### src/rtl/alu_if.sv
// Operand, command and result bundle between the stimulus driver and the ALU.
// The master drives operands and command. The slave, which is the ALU, returns the result and flags.
interface alu_if #(
  parameter int N = 8,
  parameter int M = 4
);
  logic [1:0]   inp_valid;
  logic         ce;
  logic         cin;
  logic         mode;
  logic [M-1:0] cmd;
  logic [N-1:0] opa;
  logic [N-1:0] opb;
  logic [N:0]   res;
  logic         cout;
  logic         oflow;
  logic         e;
  logic         g;
  logic         l;
  logic         err;

  modport master (
    output inp_valid, ce, cin, mode, cmd, opa, opb,
    input  res, cout, oflow, e, g, l, err
  );

  modport slave (
    input  inp_valid, ce, cin, mode, cmd, opa, opb,
    output res, cout, oflow, e, g, l, err
  );
endinterface

### src/rtl/alu.sv
// Registered N-bit ALU: arithmetic and logical commands with operand-valid checks.
// Every output is registered and updates on each clock-enabled edge.
module alu #(
  parameter int N = 8,
  parameter int M = 4
) (
  input  logic  clk,
  input  logic  rst,
  alu_if.slave  bus
);
  localparam int SH = $clog2(N);
  localparam logic [N:0] ONE = {{N{1'b0}}, 1'b1};

  function automatic logic [N-1:0] rotl(input logic [N-1:0] v, input logic [SH-1:0] s);
    logic [2*N-1:0] d;
    d = {v, v} << s;
    return d[2*N-1:N];
  endfunction

  function automatic logic [N-1:0] rotr(input logic [N-1:0] v, input logic [SH-1:0] s);
    logic [2*N-1:0] d;
    d = {v, v} >> s;
    return d[N-1:0];
  endfunction

  logic [31:0]  op;
  logic [1:0]   need;
  logic         bad_cmd;
  logic         rot_ok;
  logic [N:0]   a_x, b_x, cin_x;
  logic [N-1:0] lres;
  logic [N:0]   res_nx;
  logic         cout_nx, oflow_nx, e_nx, g_nx, l_nx, err_nx;

  logic [N:0]   res_p0;
  logic         cout_p0, oflow_p0, e_p0, g_p0, l_p0, err_p0;

  always_comb begin
    op       = 32'(bus.cmd);
    a_x      = {1'b0, bus.opa};
    b_x      = {1'b0, bus.opb};
    cin_x    = {{N{1'b0}}, bus.cin};
    rot_ok   = (bus.opb >> SH) == '0;
    need     = 2'b11;
    bad_cmd  = 1'b0;
    lres     = '0;
    res_nx   = '0;
    cout_nx  = 1'b0;
    oflow_nx = 1'b0;
    e_nx     = 1'b0;
    g_nx     = 1'b0;
    l_nx     = 1'b0;
    err_nx   = 1'b0;

    // Operand requirement for the selected command
    if (bus.mode) begin
      case (op)
        0, 1, 2, 3, 8: need = 2'b11;
        4, 5:          need = 2'b01;
        6, 7:          need = 2'b10;
        default:       bad_cmd = 1'b1;
      endcase
    end else begin
      case (op)
        0, 1, 2, 3, 4, 5, 12, 13: need = 2'b11;
        6, 8, 9:                  need = 2'b01;
        7, 10, 11:                need = 2'b10;
        default:                  bad_cmd = 1'b1;
      endcase
    end

    if (bad_cmd || ((bus.inp_valid & need) != need)) begin
      err_nx = 1'b1;
    end else if (bus.mode) begin
      case (op)
        0: begin res_nx = a_x + b_x;         cout_nx = res_nx[N]; end
        1: begin res_nx = a_x - b_x;         oflow_nx = bus.opa < bus.opb; end
        2: begin res_nx = a_x + b_x + cin_x; cout_nx = res_nx[N]; end
        3: begin
          res_nx   = a_x - b_x - cin_x;
          oflow_nx = a_x < (b_x + cin_x);
          cout_nx  = oflow_nx;
        end
        4: res_nx = a_x + ONE;
        5: res_nx = a_x - ONE;
        6: res_nx = b_x + ONE;
        7: res_nx = b_x - ONE;
        default: begin
          e_nx = bus.opa == bus.opb;
          g_nx = bus.opa >  bus.opb;
          l_nx = bus.opa <  bus.opb;
        end
      endcase
    end else begin
      case (op)
        0:  lres = bus.opa & bus.opb;
        1:  lres = ~(bus.opa & bus.opb);
        2:  lres = bus.opa | bus.opb;
        3:  lres = ~(bus.opa | bus.opb);
        4:  lres = bus.opa ^ bus.opb;
        5:  lres = ~(bus.opa ^ bus.opb);
        6:  lres = ~bus.opa;
        7:  lres = ~bus.opb;
        8:  lres = bus.opa >> 1;
        9:  lres = bus.opa << 1;
        10: lres = bus.opb >> 1;
        11: lres = bus.opb << 1;
        12: lres = rotl(bus.opa, bus.opb[SH-1:0]);
        default: lres = rotr(bus.opa, bus.opb[SH-1:0]);
      endcase
      // Out-of-range rotate amounts report an error with a cleared result
      if ((op == 12 || op == 13) && !rot_ok) begin
        err_nx = 1'b1;
        lres   = '0;
      end
      res_nx = {1'b0, lres};
    end
  end

  // Stage p0: output register, cleared by reset, held while ce is low
  always_ff @(posedge clk or posedge rst) begin
    if (rst) begin
      res_p0   <= '0;
      cout_p0  <= 1'b0;
      oflow_p0 <= 1'b0;
      e_p0     <= 1'b0;
      g_p0     <= 1'b0;
      l_p0     <= 1'b0;
      err_p0   <= 1'b0;
    end else if (bus.ce) begin
      res_p0   <= res_nx;
      cout_p0  <= cout_nx;
      oflow_p0 <= oflow_nx;
      e_p0     <= e_nx;
      g_p0     <= g_nx;
      l_p0     <= l_nx;
      err_p0   <= err_nx;
    end
  end

  assign bus.res   = res_p0;
  assign bus.cout  = cout_p0;
  assign bus.oflow = oflow_p0;
  assign bus.e     = e_p0;
  assign bus.g     = g_p0;
  assign bus.l     = l_p0;
  assign bus.err   = err_p0;
endmodule

### src/flat_wrapper.sv
// flat-port wrapper written by rule: the top's interface ports become plain ports
module alu_flat 
#(
  parameter int N = 8,
  parameter int M = 4
)
  (clk, rst, bus_inp_valid, bus_ce, bus_cin, bus_mode, bus_cmd, bus_opa, bus_opb, bus_res, bus_cout, bus_oflow, bus_e, bus_g, bus_l, bus_err);
  alu_if #(.N(N), .M(M)) bus_i ();
  input  logic clk;
  input  logic rst;
  input wire logic [$bits(bus_i.inp_valid)-1:0] bus_inp_valid;
  input wire logic [$bits(bus_i.ce)-1:0] bus_ce;
  input wire logic [$bits(bus_i.cin)-1:0] bus_cin;
  input wire logic [$bits(bus_i.mode)-1:0] bus_mode;
  input wire logic [$bits(bus_i.cmd)-1:0] bus_cmd;
  input wire logic [$bits(bus_i.opa)-1:0] bus_opa;
  input wire logic [$bits(bus_i.opb)-1:0] bus_opb;
  output wire logic [$bits(bus_i.res)-1:0] bus_res;
  output wire logic [$bits(bus_i.cout)-1:0] bus_cout;
  output wire logic [$bits(bus_i.oflow)-1:0] bus_oflow;
  output wire logic [$bits(bus_i.e)-1:0] bus_e;
  output wire logic [$bits(bus_i.g)-1:0] bus_g;
  output wire logic [$bits(bus_i.l)-1:0] bus_l;
  output wire logic [$bits(bus_i.err)-1:0] bus_err;
  assign bus_i.inp_valid = bus_inp_valid;
  assign bus_i.ce = bus_ce;
  assign bus_i.cin = bus_cin;
  assign bus_i.mode = bus_mode;
  assign bus_i.cmd = bus_cmd;
  assign bus_i.opa = bus_opa;
  assign bus_i.opb = bus_opb;
  assign bus_res = bus_i.res;
  assign bus_cout = bus_i.cout;
  assign bus_oflow = bus_i.oflow;
  assign bus_e = bus_i.e;
  assign bus_g = bus_i.g;
  assign bus_l = bus_i.l;
  assign bus_err = bus_i.err;
  alu #(.N(N), .M(M)) u_core (.clk(clk), .rst(rst), .bus(bus_i));
endmodule
### config.mk
export PLATFORM = sky130hd
export DESIGN_NAME = alu_flat
export DESIGN_NICKNAME = d
export VERILOG_FILES = /design/src/rtl/alu_if.sv /design/src/rtl/alu.sv /design/src/flat_wrapper.sv
export SDC_FILE = /design/constraint.sdc
export NUM_CORES = 1
export LEC_CHECK = 0
export BUFFER_PORTS_ARGS = -buffer_cell sky130_fd_sc_hd__clkbuf_2
export CAP_MARGIN = 15
export CELL_PAD_IN_SITES_DETAIL_PLACEMENT = 0
export CELL_PAD_IN_SITES_GLOBAL_PLACEMENT = 2
export CORE_ASPECT_RATIO = 0.6
export CORE_UTILIZATION = 39
export DETAILED_ROUTE_END_ITERATION = 8
export GPL_TIMING_DRIVEN = 0
export HOLD_SLACK_MARGIN = 0.1
export PLACE_DENSITY = 0.88
export SLEW_MARGIN = 20
export SYNTH_ARGS = -nofsm -noshare
export SYNTH_HDL_FRONTEND = slang
export SYNTH_SLANG_ARGS = --single-unit
### constraint.sdc
create_clock -name clk -period 3 [get_ports clk]
set_input_delay 0.15 -clock clk [delete_from_list [all_inputs] [get_ports clk]]
set_output_delay 0.15 -clock clk [all_outputs]
set_load 0.01 [all_outputs]
# Yosys cells after proc, flatten, opt, wreduce, memory -nomap -nowiden
# Index checks and enable logic that the tools add are counted.
[word_totals] ff_bits=15 latchBits=0 ramBits=0 romBits=0 inputBits=27 output_inout_bits=15 elab_cells=87 mem_count=0
[classes] addsub=9 n_mul=0 div_mod_pow=0 n_lt_le_gt_ge=3 eq_ne=15 shifts=2 mux=29 bitwise=9 n_reduce_logical=13
[ops] operator="$pmux 8 s13" n=1
[ops] operator="$pmux 9 s8" n=1
[ops] operator="$not 8->8" n=5
[ops] operator="$eq 4x4->1 const B" n=6
[ops] operator="$mux 1" n=19
[ops] operator="$add 8x1->9 const B" n=2
[ops] operator="$mux 9" n=2
[ops] operator="$sub 8x1->9 const B" n=2
[ops] operator="$eq 4x3->1 const B" n=4
[ops] operator="$shl 16x3->16" n=1
[ops] operator="$shr 16x3->8" n=1
[ops] operator="$reduce_or 14->1" n=1
[ops] operator="$add 8x1->9" n=1
[ops] operator="$add 8x8->9" n=1
[ops] operator="$add 9x1->9" n=1
[ops] operator="$lt 8x9->1" n=1
[ops] operator="$reduce_or 9->1" n=1
[ops] operator="$sub 8x8->9" n=1
[ops] operator="$sub 9x1->9" n=1
[ops] operator="$and 8x8->8" n=1
[ops] operator="$eq 4x2->1 const B" n=2
[ops] operator="$eq 8x8->1" n=1
[ops] operator="$gt 8x8->1" n=1
[ops] operator="$logic_not 8->1" n=1
[ops] operator="18 further kinds" n=22

# Depth between registers and ports, before layout
[depth] word_depth=8 ltp_mapped=13 depth_no_buf=11

# Worst setup path before layout
# Ideal clock, no wire load.
[synth_timing] path_type="in2reg" start="input bus_opb[1]" end="register u_core.cout_p0 (netlist: u_core.bus.cout)" setup_time_ps=124 arrival_ps=3318 required_time_ps=2876 path_slack_ps=-442 path_stages=11 path_buffers=2 path_cell_list="clkbuf_1 clkbuf_1 inv_1 ha_1 a211oi_1 o21ai_0 or4_4 or3b_1 or4_1 and4_1 a211o_1"
[synth_via] elab_chain_len=5 word_cells_on_any_way=7 classes_between="add/sub (3); order compare (1); mux (3)"
[synth_rtl] item="start, declared" line_no="flat_wrapper.sv:17" source="input wire logic [$bits(bus_i.opb)-1:0] bus_opb;"
[synth_rtl] item="$add 8x8->9 or $add 8x1->9 (tied branches)" line_no="alu.sv:76, alu.sv:78, alu.sv:81"
[synth_rtl] item="$add 9x1->9 or $lt 8x9->1 (tied branches)" line_no="alu.sv:78, alu.sv:81"
[synth_rtl] item="$pmux 1 s3 (*)" line_no="alu.sv:75" source="case (op)"
[synth_rtl] item="$mux 1 (*)" line_no="alu.sv:74" source="end else if (bus.mode) begin"
[synth_rtl] item="$mux 1 (*)" line_no="alu.sv:72" source="if (bad_cmd || ((bus.inp_valid & need) != need)) begin"
[synth_rtl] item="end signal, assigned" line_no="alu.sv:132" source="cout_p0 <= cout_nx;"
[synth_rtl] item="end, declared" line_no="alu.sv:36" source="logic cout_p0, oflow_p0, e_p0, g_p0, l_p0, err_p0;"
# Every way passes the cells marked *; elsewhere a longest branch is shown, timed or not.
# A chain may end at the register's enable or synchronous reset.

# Worst setup path in the final report
[layout_timing] start="input bus_opa[5]" end="register u_core.cout_p0 (netlist: u_core.bus.cout)"
[layout_via] elab_chain_len=5 word_cells_on_any_way=6 classes_between="add/sub (2); order compare (1); mux (3)"
[layout_rtl] item="start, declared" line_no="flat_wrapper.sv:16" source="input wire logic [$bits(bus_i.opa)-1:0] bus_opa;"
[layout_rtl] item="$add 8x8->9" line_no="alu.sv:76, alu.sv:78"
[layout_rtl] item="$add 9x1->9" line_no="alu.sv:78" source="2: begin res_nx = a_x + b_x + cin_x; cout_nx = res_nx[N]; end"
[layout_rtl] item="$pmux 1 s3 (*)" line_no="alu.sv:75"
[layout_rtl] item="$mux 1 (*)" line_no="alu.sv:74"
[layout_rtl] item="$mux 1 (*)" line_no="alu.sv:72"
# Marks and branches as above.

==> summary.txt <==
Worst setup path
  – CP Buf/Inv Count: 4
  – Critical path capture point type: flip-flop
  – CP arrival: 3.08 ns
  – Critical path class: input port to flip-flop
  – CP Launch Type: input port
  – Worst path top cell family by delay: simple AND/OR/NAND/NOR gates
  – Crit path cell chain: clkbuf_8 > clkbuf_16 > inv_1 > ha_1 > buf_4 > xor2_1 > o21ai_1 > or4_4 > or3b_4 > or4_1 > and4_4 > a211o_1
  – CP Max Fanout: 10
  – Slowest cell delay on critical path: 0.50 ns
  – Cell at the slowest stage of the critical path: or4_1
  – Crit path required time: 3.12 ns

Drt
  – Routed len/inst: 26.7 um
  – Via density: 6.65
  – Antenna viol nets, final: 0
  – Initial DRC Count: 800
  – DRT Wirelength: 23900 um
  – Initial DRT Pass Iterations: 6
  – Via Count: 5960
  – # DRC: 0

STA
  – Post-route worst setup slack: 0.0437 ns
  – Final setup vio count: 0
  – Final period util: 98.5%
  – Clock Skews: 0 ns
  – Actual slew at the worst max-slew pin: 1.04 ns
  – Min Hold Slack: 0.305 ns
  – Peak Freq: 0.338 GHz
  – Final Max Tran Viols: 0
  – Max transition margin: 30.5%
  – Clock period minus worst slack: 2.96 ns
  – Endpoints failing hold: 0

Synthesis
  – Synth Flop Type: dfrtp_1
  – Post-Synthesis Cells: 675
  – Yosys warning total: 0
  – Synth top cells by count: 60 x nor2_1, 58 x ha_1, 51 x nand2_1, 51 x o21ai_0, 34 x clkbuf_1
  – Synthesis-stage register bit count: 15
  – Mapped Avg Cell Area: 7.32 um^2
  – Share of the synthesized area in the top cell type: 14.7%
  – Post-synth EDFFs: 0
  – Fraction of registers with async set/reset: 100%
  – Seq/Total Area, Yosys: 7.59%
  – Synth cell types: 75
  – Post-synthesis net count: 764
  – Cell area after synthesis: 4940 um^2
  – Synth area leaders: ha_1 15%, dfrtp_1 7.6%, mux2i_1 5.9%
  – Area leader, netlist: ha_1
  – Most common cell in the netlist: nor2_1

Clock network
  – Root Driver: clkbuf_16
  – CTS tree: yes
  – CTS Buf Count: 3
  – Clk slew on worst S/H paths: 0.05 ns
  – Clock sink total: 15
  – Skew-Pair Late Insertion Delay: 0.24 ns
  – H-Tree Depth: 1
  – CTS max path bufs: 2

Global route
  – Initial antenna violation count: 0
  – Vias in the first global route: 5410
  – GR Util All Layers: 35.9%
  – Largest net degree at the start of global routing: 16
  – Global-route wire length before repair: 34200 um
  – GRT overflow: 0

Place
  – GPL Wtd Cong: 1.00
  – Placed wire-length estimate: 18500 um
  – IO Port Bufs: 40
  – Worst Setup Slack post-DPL: -1.30 ns

Die
  – Ports: 42
  – Die width: 147 um
  – # rows: 31
  – Starting Density: 40.5%
  – Die area: 13100 um^2
  – Core area: 12200 um^2
  – Die height: 89.2 um

Finish
  – Layout cells sized above 1: 20.5%
  – # diodes: 0
  – Area grow syn2layout: 20.1%
  – Final nets: 821
  – Fillers: 1258

Power and ir drop
  – Leakage: 0.00247 uW
  – PwrDens: 251 nW/um^2
  – VDD IR-drop max: 0.000276 V

Status
  – Status: completed

Min path
  – Worst Hold Class: input port to flip-flop

Run
  – Max-cap check violation count: 0
cell type report:
class	instances	area [um^2]	share of cell area [%]
buffer	41	275	4.64
clock inverter	1	5.00	0.0843
clock buffer	3	75.1	1.26
sequential	15	375	6.32
tap	165	206	3.48
inverter	34	143	2.40
timing repair buffer	56	385	6.49
multi-input combinational	581	4470	75.3
stage by stage:
stage	total power, uW	cells	setup TNS, ns	area, um^2	util [%]
6_report	1490	896	0	5940	48.6
5_1_grt	1550	896	-0.00823	5940	48.6
3_3_place_gp	1100	880	-9.49	5390	44.1
2_1_floorplan	809	675	-0.00473	4980	-
4_1_cts	1420	890	0	5800	47.5
3_5_place_dp	1110	880	-9.28	5390	44.1
sequential cells by signal, summed over array words and instances (netlist names):
register          cells
u_core.bus.res        9
u_core.bus.cout       1
u_core.bus.e          1
u_core.bus.err        1
u_core.bus.g          1
u_core.bus.l          1
u_core.bus.oflow      1
worst paths after layout:
kind / start / endpoint / slack [ns] / cells after the start
max reg2reg: u_core.bus.res[7] / u_core.bus.res[7] / 1.04 / 6
max: bus_opa[5] / u_core.bus.cout / 0.04 / 12
min in group asynchronous: rst / u_core.bus.res[2] / 0.49 / 3
max in group asynchronous: rst / u_core.bus.res[6] / 2.13 / 3
min: bus_ce / u_core.bus.err / 0.30 / 3
min reg2reg: u_core.bus.g / u_core.bus.g / 0.49 / 1
routing by layer:
metal / part of all wire (%) / global-route usage [%] / wire length (um)
met4: 2.4 / 7.69 / 567
met3: 14 / 12.4 / 3330
met5: 0 / 0 / 0
met1: 45 / 50.8 / 10700
met2: 39 / 51.9 / 9380
tightest hold or removal path, delay by kind of cell:
family | cells | cell delay (ns)
buffers and inverters | 1 | 0.18
and+or+nand+nor | 1 | 0.13
AOI/OAI and AO/OA | 1 | 0.05
power breakdown:
group	total (uW)	internal [uW]	switching (uW)
clock	258	178	80.0
combinational	1010	381	632
sequential	217	212	5.23
total	1490	770	717
cells by family after synthesis:
logic type / synth area share [%]
muxes: 11.6
adders and majority gates: 16.3
AOI/OAI and AO/OA: 29.3
and+or+nand+nor: 23.9
buffers and inverters: 6.02
DFF: 7.59
xor gates and xnor gates: 5.32
repair_timing:
action                                 in CTS  in global routing
buffers inserted                            8                  7
pin swaps                                   3                  6
hold buffers                                1                  0
setup endpoints to repair                  10                  7
endpoints found under the hold margin      15                  0
cloned                                      0                  0
resized for setup                          73                 37
cell usage in the layout, fill, tap and decap left out, types with 9 or more instances in the layout:
master / instances
nand3_1: 17
buf_4: 19
mux2i_1: 29
o22ai_1: 9
mux2_2: 9
o21ai_0: 49
dfrtp_1: 15
a21oi_1: 32
xnor2_1: 25
nand2_1: 50
nor2_1: 57
nor4_1: 9
ha_1: 51
clkbuf_2: 36
nor2b_1: 18
inv_1: 25
clkbuf_1: 16
nor3_1: 14
nand2b_1: 12
a211oi_1: 12
Power figures use the tool's default switching activity.
